## src/rtl/bcd_pkg.sv

```systemverilog
// bcd_pkg: shared BCD constants, sequencer state encoding and operand digit check.
package bcd_pkg;
    localparam int DIG_W = 4;
    localparam logic [DIG_W-1:0] BCD_MAX = 4'd9;
    typedef enum logic [1:0] {S_IDLE, S_ADD, S_RECOMP, S_DONE} state_e;
    function automatic logic bcd_vec_valid(input logic [63:0] vec, input int ndig);
        logic ok;
        ok = 1'b1;
        for (int i = 0; i < 16; i++)
            if (i < ndig && vec[4*i +: 4] > BCD_MAX) ok = 1'b0;
        return ok;
    endfunction
endpackage

```

## src/rtl/bcd_serial_addsub_ctrl.sv

```systemverilog
// bcd_serial_addsub_ctrl: digit-serial BCD add/subtract sequencer driving an external
// ten's-complement digit adder, LSD first, with recomplement of negative differences.
module bcd_serial_addsub_ctrl
    import bcd_pkg::*;
#(
    parameter int NDIG = 4
) (
    input  logic                  clk,
    input  logic                  rst_n,
    input  logic                  in_valid,
    output logic                  in_ready,
    input  logic [DIG_W*NDIG-1:0] in_a,
    input  logic [DIG_W*NDIG-1:0] in_b,
    input  logic                  in_sub,
    output logic                  out_valid,
    input  logic                  out_ready,
    output logic [DIG_W*NDIG-1:0] out_sum,
    output logic                  out_neg,
    output logic                  out_ovf,
    output logic                  out_err,
    output logic [DIG_W-1:0]      da_dig_a,
    output logic [DIG_W-1:0]      da_dig_b,
    output logic                  da_sub,
    output logic                  da_cin,
    input  logic [DIG_W-1:0]      da_sum,
    input  logic                  da_cout
);
    localparam int W  = DIG_W * NDIG;
    localparam int IW = $clog2(NDIG);
    state_e         state_q, state_d;
    logic [W-1:0]   a_q, a_d, b_q, b_d, res_q, res_d;
    logic [IW-1:0]  idx_q, idx_d;
    logic           sub_q, sub_d, carry_q, carry_d;
    logic           neg_q, neg_d, ovf_q, ovf_d, err_q, err_d;
    logic           last;
    always_ff @(posedge clk or negedge rst_n) begin
        if (!rst_n) begin
            state_q <= S_IDLE;
            a_q     <= '0;
            b_q     <= '0;
            res_q   <= '0;
            idx_q   <= '0;
            sub_q   <= 1'b0;
            carry_q <= 1'b0;
            neg_q   <= 1'b0;
            ovf_q   <= 1'b0;
            err_q   <= 1'b0;
        end else begin
            state_q <= state_d;
            a_q     <= a_d;
            b_q     <= b_d;
            res_q   <= res_d;
            idx_q   <= idx_d;
            sub_q   <= sub_d;
            carry_q <= carry_d;
            neg_q   <= neg_d;
            ovf_q   <= ovf_d;
            err_q   <= err_d;
        end
    end
    assign last = idx_q == IW'(NDIG - 1);
    always_comb begin
        state_d = state_q;
        a_d     = a_q;
        b_d     = b_q;
        res_d   = res_q;
        idx_d   = idx_q;
        sub_d   = sub_q;
        carry_d = carry_q;
        neg_d   = neg_q;
        ovf_d   = ovf_q;
        err_d   = err_q;
        case (state_q)
            S_IDLE: if (in_valid) begin
                a_d     = in_a;
                b_d     = in_b;
                sub_d   = in_sub;
                carry_d = in_sub;
                idx_d   = '0;
                res_d   = '0;
                neg_d   = 1'b0;
                ovf_d   = 1'b0;
                err_d   = !(bcd_vec_valid(64'(in_a), NDIG) && bcd_vec_valid(64'(in_b), NDIG));
                state_d = err_d ? S_DONE : S_ADD;
            end
            S_ADD: begin
                res_d   = {da_sum, res_q[W-1:DIG_W]};
                a_d     = a_q >> DIG_W;
                b_d     = b_q >> DIG_W;
                carry_d = da_cout;
                idx_d   = last ? '0 : idx_q + 1'b1;
                if (last) begin
                    ovf_d   = !sub_q && da_cout;
                    neg_d   = sub_q && !da_cout;
                    // recomplement pass starts with carry-in 1 to form 0 - result
                    carry_d = neg_d ? 1'b1 : da_cout;
                    state_d = neg_d ? S_RECOMP : S_DONE;
                end
            end
            S_RECOMP: begin
                res_d   = {da_sum, res_q[W-1:DIG_W]};
                carry_d = da_cout;
                idx_d   = last ? '0 : idx_q + 1'b1;
                state_d = last ? S_DONE : S_RECOMP;
            end
            default: state_d = out_ready ? S_IDLE : S_DONE;
        endcase
    end
    always_comb begin
        in_ready  = state_q == S_IDLE;
        out_valid = state_q == S_DONE;
        out_sum   = out_valid ? res_q : '0;
        out_neg   = out_valid && neg_q;
        out_ovf   = out_valid && ovf_q;
        out_err   = out_valid && err_q;
        da_dig_a  = state_q == S_ADD ? a_q[DIG_W-1:0] : '0;
        da_dig_b  = state_q == S_ADD ? b_q[DIG_W-1:0] : state_q == S_RECOMP ? res_q[DIG_W-1:0] : '0;
        da_sub    = state_q == S_ADD ? sub_q : state_q == S_RECOMP;
        da_cin    = (state_q == S_ADD || state_q == S_RECOMP) && carry_q;
    end
endmodule
```

## config.mk

```make
export PLATFORM = sky130hd
export DESIGN_NAME = bcd_serial_addsub_ctrl
export DESIGN_NICKNAME = d
export VERILOG_FILES = /design/src/rtl/bcd_pkg.sv /design/src/rtl/bcd_serial_addsub_ctrl.sv
export SDC_FILE = /design/constraint.sdc
export NUM_CORES = 1
export LEC_CHECK = 0
export CORE_ASPECT_RATIO = 0.75
export CORE_MARGIN = 4
export CORE_UTILIZATION = 47
export DETAILED_ROUTE_END_ITERATION = 10
export PLACE_DENSITY = 0.76
export REMOVE_ABC_BUFFERS = 1
export SLEW_MARGIN = 15
export SYNTH_ARGS = -nofsm -noshare
export SYNTH_HDL_FRONTEND = slang
export SYNTH_SLANG_ARGS = --single-unit
```

## constraint.sdc

```tcl
create_clock -name clk -period 2.1 [get_ports clk]
set_clock_uncertainty 0.05 [all_clocks]
set_input_delay 0.42 -clock clk [delete_from_list [all_inputs] [get_ports clk]]
set_output_delay 0.42 -clock clk [all_outputs]
set_load 0.02 [all_outputs]
```

==> impl_metrics.py <==
metrics = {
    "timing": {
        "fin_crit_ns": 2.060,
        "worst_hold_slack_ns": 0.4227,
        "fin_crit_sh_pct": 98.11,
        "finalSetupViolCount": 0,
        "fmax_mhz": 485.4,
        "drv_slew": 0,
        "hold_viol_final": 0,
        "setup_slack_ns": 0.03971,
        "relSlewSlack_pct": 67.01,
        "setup_tns_ns": 0,
        "worst_pin_slew_ns": 0.4949,
    },
    "critical_path": {
        "worstPathMaxFanout": 18,
        "r2r_start": "state_q[0]",
        "cp.arrival_ns": 1.59,
        "crit_type": "reg -> out",
        "critPathLaunchType": "flip-flop",
        "startpoint": "state_q[0]",
        "critPathRequiredTime_ns": 1.63,
        "cp-end-kind": "primary output",
    },
    "detailed_routing": {
        "vias": 2572,
        "drtPass1Iterations": 4,
        "detail_route.wl_per_cell_um": 15.18,
        "first_iter_violations": 85,
        "drc": 0,
        "via_per_inst": 5.238,
        "wl_um": 7454,
        "ant_nets": 0,
    },
    "global_routing": {
        "overflow": 0,
        "grt_max_degree": 39,
        "antenna_found_initial": 0,
        "grt_usage_pct": 19.90,
        "grt_pass1_vias": 2582,
        "grt_pass1_wl_um": 12140,
    },
    "clock_network": {
        "cts_buffers": 9,
        "cts.path.max_buffers": 2,
        "clock_latency_ns": 0.33,
        "clockRootBuffer": "clkbuf_8",
        "clock-sinks": 57,
        "cts_tree": "done",
        "path_clk_slew_ns": 0.07,
        "h-tree-depth": 3,
    },
    "die": {
        "coreArea_um2": 6006,
        "initial_utilization_pct": 50.00,
        "die_w_um": 100.3,
        "io-pin-count": 73,
        "rows": 24,
        "die_h_um": 77.23,
        "die-area_um2": 7745,
    },
    "synthesis": {
        "syn_area_um2": 3003,
        "synth_edf_count": 0,
        "synth_ff_type": "dfrtp_1",
        "ys_seq_area_share_pct": 47.50,
        "synth.yosys.warnings": 0,
        "synthDistinctLibCells": 34,
        "ys_ff_latch": 57,
        "yosys.area.top_type": "dfrtp_1",
        "netlist_instances": 320,
        "syn_area_per_cell_um2": 9.384,
        "synth_async_sr_flop_share_pct": 100.0,
        "synth_top_area_share_pct": 47.50,
        "synth_area_leaders": "dfrtp_1 48%, nand2_1 9.6%, mux2i_1 8.3%",
    },
    "layout": {
        "nFillCells": 486,
        "layout-drive-gt1-share_pct": 22.52,
        "final_area_um2": 4096,
        "n_antenna_cell": 0,
        "final_core_utilization_pct": 68.21,
        "fin_nets": 456,
        "syn2layout_area_growth_pct": 36.42,
        "final_cell_mix": "77 x nand2_1, 56 x dfrtp_1, 50 x o21ai_0, 40 x clkdlybuf4s50_1, 25 x mux2i_1",
        "seqCellArea_um2": 1428,
        "stdcell_count": 491,
        "multi_input_area_um2": 1464,
        "final_common_cell": "nand2_1",
    },
    "run_status": {
        "outcome": "complete, no violations",
    },
    "place": {
        "io_buffer_count": 72,
        "dp_cells": 470,
        "place_ws_ns": -0.07094,
        "gp_congestion": 0.7945,
        "hpwl_um": 5247,
        "postPlaceCellArea_um2": 3936,
    },
    "pwr": {
        "power.total_mw": 5.977,
        "irDropWorstVdd_mv": 0.7488,
        "power.density_nw_per_um2": 1459,
        "p_leak_nw": 1.842,
    },
    "job": {
        "maxCapViolations": 0,
    },
    "worst_hold_path": {
        "hold_path_class": "reg -> reg",
        "hold_start": "a_q[0]",
    },
}
[final timing paths]
path,end,slack (ns),cells after the start
setup reg to reg,a_q[10],0.18,8
setup / recovery,out_valid,0.04,4
hold reg to reg,a_q[0],0.42,2
min in group asynchronous,err_q,0.53,2
hold / removal,a_q[0],0.42,2
max in group asynchronous,b_q[13],0.90,3
[state kept, by name (all words and copies together) (netlist names)]
| name | cells |
|---|---|
| a_q | 16 |
| err_q | 1 |
| carry_q | 1 |
| state_q | 2 |
| neg_q | 1 |
| idx_q | 2 |
| sub_q | 1 |
| b_q | 16 |
| ovf_q | 1 |
| res_q | 16 |
[final cells by class]
type | count | area share, %
Multi-Input combinational cell | 238 | 35.74
Sequential cell | 57 | 34.85
Timing Repair Buffer | 98 | 21.04
Clock buffer | 12 | 3.787
Tap cell | 78 | 2.382
Clock inverter | 4 | 1.833
Inverter | 4 | 0.3665
[routing by layer]
layer / vias up / global-route usage [%] / wire, um
met2: 67 / 31.28 / 3569
met5: - / 0 / 0
met4: 0 / 8.075 / 167
met3: 13 / 5.530 / 398
li1: 1272 / - / -
met1: 1220 / 25.84 / 3318
[report_power, final]
| group | internal, mW | leakage [nW] | switching [mW] |
|---|---|---|---|
| clock | 0.733 | 0.109 | 0.447 |
| combinational | 1.30 | 1.00 | 1.58 |
| sequential | 1.59 | 0.730 | 0.324 |
| total | 3.63 | 1.84 | 2.35 |
[cell usage after synthesis, types with 4 or more instances]
library cell,instances
buf_6,4
mux2i_1,25
nor2_1,7
a21oi_1,7
nand2_1,77
clkbuf_1,6
and2_1,25
ha_1,6
a22oi_1,8
o21ai_0,50
o21ai_2,10
dfrtp_1,57
buf_2,8
[kinds of logic after synthesis]
| logic type | Yosys count | share of synthesized area (%) |
|---|---|---|
| adder cells (fa/ha/maj) | 6 | 2.500 |
| AO/OA/AOI/OAI | 87 | 17.63 |
| flip-flops | 57 | 47.50 |
| AND/OR/NAND/NOR | 118 | 18.54 |
| multiplexers | 27 | 9.083 |
| buffers and inverters | 25 | 4.749 |
[critical path, stage by stage (launching register included)]
cell and delay (ns):
dfrtp_2 0.45, buf_4 0.15, ha_2 0.20, buf_12 0.15, dlygate4sd2_1 0.31
[what timing repair did]
| item | in CTS | in global routing |
|---|---|---|
| hold buffers | 1 | 0 |
| endpoints found under the hold margin | 9 | 0 |
| gates resized for setup | 94 | 32 |
| pin swaps | 0 | 0 |
| setup buffers | 2 | 2 |
| endpoints found under the setup margin | 31 | 22 |
No activity file was read; power rests on OpenSTA's default activity.
